`config.mk`:
```
export PLATFORM = sky130hd
export DESIGN_NAME = m_ext_issue_ctrl
export DESIGN_NICKNAME = d
export VERILOG_FILES = /design/src/rtl/m_ext_issue_ctrl.sv
export SDC_FILE = /design/constraint.sdc
export NUM_CORES = 1
export LEC_CHECK = 0
export ABC_AREA = 1
export ABC_CLOCK_PERIOD_IN_PS = 3960
export BUFFER_PORTS_ARGS = -buffer_cell sky130_fd_sc_hd__buf_2
export CAP_MARGIN = 5
export CORE_MARGIN = 8
export CORE_UTILIZATION = 25
export DETAILED_ROUTE_END_ITERATION = 10
export GPL_TIMING_DRIVEN = 0
export PLACE_DENSITY = 0.54
export SLEW_MARGIN = 20
export SYNTH_ARGS = -nofsm -noshare
export SYNTH_HDL_FRONTEND = slang
export SYNTH_SLANG_ARGS = --single-unit
```
`constraint.sdc`:
```
create_clock -name clk -period 3.96 [get_ports clk]
set_input_delay 0.792 -clock clk [delete_from_list [all_inputs] [get_ports clk]]
set_output_delay 0.792 -clock clk [all_outputs]
set_load 0.05 [all_outputs]
```
`src/rtl/m_ext_issue_ctrl.sv`:
```
// EX-stage issue/stall/write-back control for RV32M multiplies driving an iterative multiplier.
// Optional one-entry result cache enabled by defining MUL_RESULT_CACHE_EN.
module m_ext_issue_ctrl #(
   parameter int TIMEOUT_CYCLES = 40,
   parameter int XLEN           = 32
) (
   input  logic            clk,
   input  logic            rst,
   input  logic            valid_e,
   input  logic [6:0]      opcode_e,
   input  logic [2:0]      funct3_e,
   input  logic [6:0]      funct7_e,
   input  logic [4:0]      rd_e,
   input  logic [XLEN-1:0] rs1_data_e,
   input  logic [XLEN-1:0] rs2_data_e,
   input  logic            flush,
   input  logic            mul_done,
   input  logic [XLEN-1:0] mul_result,
   output logic            start_e,
   output logic [1:0]      mul_opcode,
   output logic [XLEN-1:0] operand1,
   output logic [XLEN-1:0] operand2,
   output logic            stall_pipe,
   output logic            wb_valid,
   output logic [4:0]      wb_rd,
   output logic [XLEN-1:0] wb_data,
   output logic            err_timeout
);

   localparam int CW = $clog2(TIMEOUT_CYCLES + 1);

   typedef enum logic [1:0] {S_IDLE, S_ISSUE, S_WAIT, S_WB} state_t;

   state_t          state_q, state_d;
   logic            start_q, start_d;
   logic            stall_q, stall_d;
   logic            wbv_q, wbv_d;
   logic [1:0]      op_q, op_d;
   logic [XLEN-1:0] op1_q, op1_d;
   logic [XLEN-1:0] op2_q, op2_d;
   logic [4:0]      rd_q, rd_d;
   logic [XLEN-1:0] wbd_q, wbd_d;
   logic [CW-1:0]   cnt_q, cnt_d;
   logic            err_q, err_d;

   logic            is_mul, accept, cache_hit;
   logic [XLEN-1:0] cache_res;

   assign is_mul = valid_e & (opcode_e == 7'b0110011) & (funct7_e == 7'b0000001) & ~funct3_e[2];
   assign accept = (state_q == S_IDLE) & is_mul & ~flush;

`ifdef MUL_RESULT_CACHE_EN
   logic            c_vld_q;
   logic [1:0]      c_op_q;
   logic [XLEN-1:0] c_rs1_q, c_rs2_q, c_res_q;

   assign cache_hit = c_vld_q & (c_op_q == funct3_e[1:0]) &
                      (c_rs1_q == rs1_data_e) & (c_rs2_q == rs2_data_e);
   assign cache_res = c_res_q;

   // Filled from the committed op in WB; any flush drops the entry.
   always_ff @(posedge clk or posedge rst) begin
      if (rst) begin
         c_vld_q <= 1'b0;
         c_op_q  <= '0;
         c_rs1_q <= '0;
         c_rs2_q <= '0;
         c_res_q <= '0;
      end else if (flush) begin
         c_vld_q <= 1'b0;
      end else if (state_q == S_WB) begin
         c_vld_q <= 1'b1;
         c_op_q  <= op_q;
         c_rs1_q <= op1_q;
         c_rs2_q <= op2_q;
         c_res_q <= wbd_q;
      end
   end
`else
   assign cache_hit = 1'b0;
   assign cache_res = '0;
`endif

   always_ff @(posedge clk or posedge rst) begin
      if (rst) state_q <= S_IDLE;
      else     state_q <= state_d;
   end

   always_comb begin
      state_d = state_q;
      case (state_q)
         S_IDLE:  if (accept) state_d = cache_hit ? S_WB : S_ISSUE;
         S_ISSUE: state_d = flush ? S_IDLE : S_WAIT;
         S_WAIT:  if (flush) state_d = S_IDLE;
                  else if (mul_done) state_d = S_WB;
         default: state_d = S_IDLE;
      endcase
   end

   // Next values for the registered outputs; everything below is a flop.
   always_comb begin
      start_d = 1'b0;
      stall_d = 1'b0;
      wbv_d   = 1'b0;
      op_d    = op_q;
      op1_d   = op1_q;
      op2_d   = op2_q;
      rd_d    = rd_q;
      wbd_d   = wbd_q;
      cnt_d   = cnt_q;
      err_d   = err_q;
      case (state_q)
         S_IDLE: begin
            if (accept) begin
               op_d    = funct3_e[1:0];
               op1_d   = rs1_data_e;
               op2_d   = rs2_data_e;
               rd_d    = rd_e;
               cnt_d   = '0;
               stall_d = 1'b1;
               if (cache_hit) begin
                  wbv_d = 1'b1;
                  wbd_d = cache_res;
               end else begin
                  start_d = 1'b1;
               end
            end
         end
         S_ISSUE: stall_d = ~flush;
         S_WAIT: begin
            if (cnt_q != CW'(TIMEOUT_CYCLES)) cnt_d = cnt_q + CW'(1);
            else                              err_d = 1'b1;
            if (!flush) begin
               if (mul_done) begin
                  wbd_d = mul_result;
                  wbv_d = 1'b1;
               end else begin
                  stall_d = 1'b1;
               end
            end
         end
         default: ;
      endcase
   end

   always_ff @(posedge clk or posedge rst) begin
      if (rst) begin
         start_q <= 1'b0;
         stall_q <= 1'b0;
         wbv_q   <= 1'b0;
         op_q    <= '0;
         op1_q   <= '0;
         op2_q   <= '0;
         rd_q    <= '0;
         wbd_q   <= '0;
         cnt_q   <= '0;
         err_q   <= 1'b0;
      end else begin
         start_q <= start_d;
         stall_q <= stall_d;
         wbv_q   <= wbv_d;
         op_q    <= op_d;
         op1_q   <= op1_d;
         op2_q   <= op2_d;
         rd_q    <= rd_d;
         wbd_q   <= wbd_d;
         cnt_q   <= cnt_d;
         err_q   <= err_d;
      end
   end

   assign start_e     = start_q;
   assign stall_pipe  = stall_q;
   assign wb_valid    = wbv_q;
   assign mul_opcode  = op_q;
   assign operand1    = op1_q;
   assign operand2    = op2_q;
   assign wb_rd       = rd_q;
   assign wb_data     = wbd_q;
   assign err_timeout = err_q;

endmodule
```
# ---- Word level (Yosys, flattened, before mapping)
# Cells that the tools add are included.
dict set report totals {
  input_bits 123
  wordCells 51
  output_inout_bits 107
  ff_bits 115
}
dict set report classes {
  addsub 1
  n_eq_ne 8
  n_reduce_logical 7
  bitwise 8
  muxes 16
}
# op count
set op_table {}
lappend op_table {{2-to-1 mux 6 bit} 2}
lappend op_table {{one-hot mux 6 bit (2 select lines)} 1}
lappend op_table {{2-to-1 mux 2 bit} 4}
lappend op_table {{equality test 7 x 1 -> 1 bit (second input constant)} 1}
lappend op_table {{equality test 7 x 6 -> 1 bit (second input constant)} 1}
lappend op_table {{2-to-1 mux 1 bit} 7}
lappend op_table {{adder 6 x 1 -> 6 bit (second input constant)} 1}
lappend op_table {{!= test 6 bit (second input constant)} 1}
lappend op_table {{one-hot mux 2 bit (3 select lines)} 1}
lappend op_table {{AND reduction 2 bit} 3}
lappend op_table {{AND reduction 3 bit} 2}
lappend op_table {{AND 1 bit} 5}
lappend op_table {{!= test 2 bit (second input constant)} 2}
lappend op_table {{!= test 3 bit (second input constant)} 1}
lappend op_table {{inverter 1 bit} 3}
lappend op_table {{one-hot mux 1 bit (3 select lines)} 1}
lappend op_table {{equality test 2 x 1 -> 1 bit (second input constant)} 1}
lappend op_table {{equality test 2 bit (second input constant)} 1}
lappend op_table {{zero test 2 bit} 1}
lappend op_table {{nonzero test 2 bit} 1}

# ---- Longest topological paths before layout
dict set report logic_depth {
  ltp_word 8
  mapped_depth 9
  ltp_nobuf 9
}

# ---- Worst setup path after synthesis
# No wires, ideal clock.
dict set report synth_path {
  path_kind {input to register}
  startpoint {input port funct7_e[2]}
  endpoint {register op_q[1] (netlist: mul_opcode[1])}
  arrival_time_ns 1.574
  required_ns 3.842
  setup_time_ns 0.118
  path_buffers 1
  stages 7
  path_slack_ns 2.269
  cell_sequence {nor2_1 nand3b_1 nor2_1 nand3_4 clkbuf_1 nand2_1 nand2_1}
}
dict set report synth_via {
  elab_chain_len 6
}
# element line
set synth_lines {}
lappend synth_lines {{start: declaration} 12} ;# input logic [6:0] funct7_e,
lappend synth_lines {{equality test 7 x 1 -> 1 bit} 49} ;# assign is_mul = valid_e & (opcode_e == 7'b0110011) & (funct7_e == 7'b0000001) & ~funct3_e[2];
lappend synth_lines {{AND 1 bit (2 in a row)} 49}
lappend synth_lines {{AND 1 bit (2 in a row)} 50} ;# assign accept = (state_q == S_IDLE) & is_mul & ~flush;
lappend synth_lines {{AND reduction 2 bit (no source line)} -}
lappend synth_lines {{end signal: assignment} 162} ;# op_q <= op_d;
lappend synth_lines {{end: declaration} 38} ;# logic [1:0] op_q, op_d;
# No other way between the ends.
# A chain may end at the register's enable or synchronous reset.

# ---- Worst setup path in the final report
dict set report layout_path {
  startpoint {register op1_q[22] (netlist: operand1[22])}
  endpoint {output port operand1[22]}
}
# element line
set layout_lines {}
lappend layout_lines {{start: declaration} 39} ;# logic [XLEN-1:0] op1_q, op1_d;
lappend layout_lines {{start signal: assignment} 163} ;# op1_q <= op1_d;
lappend layout_lines {{end: declaration} 21} ;# output logic [XLEN-1:0] operand1,
# No word-level cell between the ends.

==> results.toml <==
[worst_hold_path]
hp-class = "in2async"

[critical_path]
reg2reg_depth = 8
crit_buf_inv = 1
max_stage_delay_ns = 0.35
path_class = "reg2out"
cp_top_family = "flip-flops"
cp-end-kind = "output pin"
crit_chain = "buf_2"
r2r_slack_ns = 2.26
cp.depth = 1
cp_slowest_cell = "dfrtp_1"
cp.arrival_ns = 1.04
worst_setup_path_start_kind = "flop"
worstPathMaxFanout = 2
crit_required_ns = 3.17

[clock_network]
clock_sink_count = 115
cts_root_buffer = "clkbuf_16"
postCtsSetupBuffers = 0
cts_max_path_buffers = 2
numCtsBuffers = 17
cts_hold_buf = 0
clkTransAtPathRegs_ns = 0.06
clk_latency_ns = 0.41
htree_levels = 4
cts_resized = 0
tritoncts = "built"

[drt]
first_iter_violations = 174
vias = 4145
route.final.wire_length_mm = 14.6
dr.pass1.iters = 4
ant_nets = 0
drc_errors = 0
drt-vias-per-instance = 4.02
detail_route.wl_per_cell_um = 14.1

[timing]
slew_headroom_pct = 61.8
fin_crit_sh_pct = 46.3
rsz0062_at_grt = "false"
hold_violations = 0
max_freq_mhz = 546
fin_skew_ns = 0.0104
setup_viol = 0
maxSlewViolCount = 0
tightest_slew_ns = 0.573
tns_ns = 0
min_period_ns = 1.83

[status]
status = "completed"

[synth]
syn_avg_cell_area_um2 = 8.53
synth_top_area_cell = "dfrtp_1"
syn_area_mm2 = 0.00460
yosys-top-cells-area = "dfrtp_1 63%, nand2_1 28%, buf_4 1.6%"
synth_top_area_share_pct = 62.6
ys_types = 22
syn_nets = 664
syn_inst = 539
seq_area_frac_synth_pct = 62.6
yosys_warnings = 0
synth.ff_latch_count = 115

[placed_design]
hpwlAfterDp_mm = 11.0
gp_congestion = 0.731
portBuffers = 229

[die]
io_pins = 230
die_h_um = 152
initial_core_util_pct = 25.5
dieArea_mm2 = 0.0230
coreArea_mm2 = 0.0180
die_width_um = 152
num_rows = 49

[finish]
nets = 913
diodes = 0
drive_gt1_share_pct = 34.7
area_growth_pct = 44.7

[power_and_ir_drop]
irDropWorstVdd_mv = 0.343
p_total_mw = 4.03
leakage_nw = 4.10
p_per_area_mw_per_mm2 = 606

[grt]
first_global_vias = 4192
antenna_found_initial = 1
grt-ovfl-total = 0
grt_start_max_net_pins = 73
grt_pass1_wl_mm = 22.3
track_usage_pct = 12.6

[run]
cap_violations = 0
==> worst paths after layout <==
kind / from / endpoint
worst max-delay path: operand1[22] / operand1[22]
worst min-delay path: rst / wb_data[10]
worst max register to register: cnt_q[0] / cnt_q[5]
worst min register to register: err_timeout / err_timeout
max in group asynchronous: rst / cnt_q[2]
min in group clk: err_timeout / err_timeout
==> cells by family after synthesis <==
| kind of cell | Yosys count | synth area share, % |
|---|---|---|
| AOI/OAI and AO/OA | 9 | 1.14 |
| DFF | 115 | 62.6 |
| adders and majority gates | 2 | 0.544 |
| and+or+nand+nor | 374 | 31.6 |
| buffers and inverters | 39 | 4.06 |
==> synth_stat cells <==
cell type    n
a21o_1       1
a21oi_1      3
buf_2        1
buf_4       10
clkbuf_1     9
clkinv_2     1
dfrtp_1    115
ha_1         2
inv_1       18
nand2_1    338
nand2_2      2
nand3_1     10
nand3_2      1
nand3_4      1
nand3b_1     1
nand4_1      2
nor2_1      17
nor2_2       1
nor3_1       1
o211ai_1     1
o21ai_0      3
o21bai_1     1
==> routing by layer <==
metal  part of all wire [%]  up-vias  GRT usage (%)
li1                       -     2133              -
met1                     43     1882           15.1
met2                     49      116           20.8
met3                    7.1       12           4.10
met4                    1.1        2           4.46
met5                  0.055        -              0
==> registers in the layout (all words and copies together) (netlist names) <==
| name | flops |
|---|---|
| operand1 | 32 |
| operand2 | 32 |
| wb_data | 32 |
| cnt_q | 6 |
| wb_rd | 5 |
| mul_opcode | 2 |
| state_q | 2 |
| err_timeout | 1 |
| stall_pipe | 1 |
| start_e | 1 |
| wb_valid | 1 |
==> through the flow <==
stage,hold slack (ns),setup slack [ns],std cells,instance area (um2),utilization [%]
after floorplan,0.485,0.124,539,4600,-
after global placement,0.448,-1.60,997,6030,33.4
after detailed placement,0.447,1.80,998,6060,33.6
after CTS,0.408,2.10,1030,6650,36.9
after global routing,0.415,2.03,1030,6650,36.9
final,0.401,2.13,1030,6650,36.9
==> power by group <==
group          internal [mW]  switching [mW]  leakage [nW]
combinational          0.248           0.827          2.24
clock                  0.988           0.537         0.285
sequential              1.34          0.0871          1.57
total                   2.58            1.45          4.10
==> final cells by class <==
type / count / area [um2]
Clock inverter: 9 / 103
Timing Repair Buffer: 230 / 1170
Inverter: 19 / 77.6
Clock buffer: 23 / 488
Fill cell: 1906 / 11400
Multi-Input combinational cell: 385 / 1530
Tap cell: 229 / 287
Sequential cell: 115 / 2880
Buffer: 20 / 114
==> layout by cell type, fill, tap and decap left out, types with 3 or more instances in the layout <==
cell	netlist	routed
clkinvlp_4	0	3
nor2_1	17	17
dfrtp_1	115	115
clkbuf_16	0	17
inv_1	18	17
nand3_1	10	10
a21oi_1	3	3
clkbuf_1	9	11
clkbuf_8	0	4
buf_2	1	230
buf_4	10	10
o21ai_0	3	3
clkinv_2	1	5
nand2_1	338	338
(Power assumes the default switching activity.)
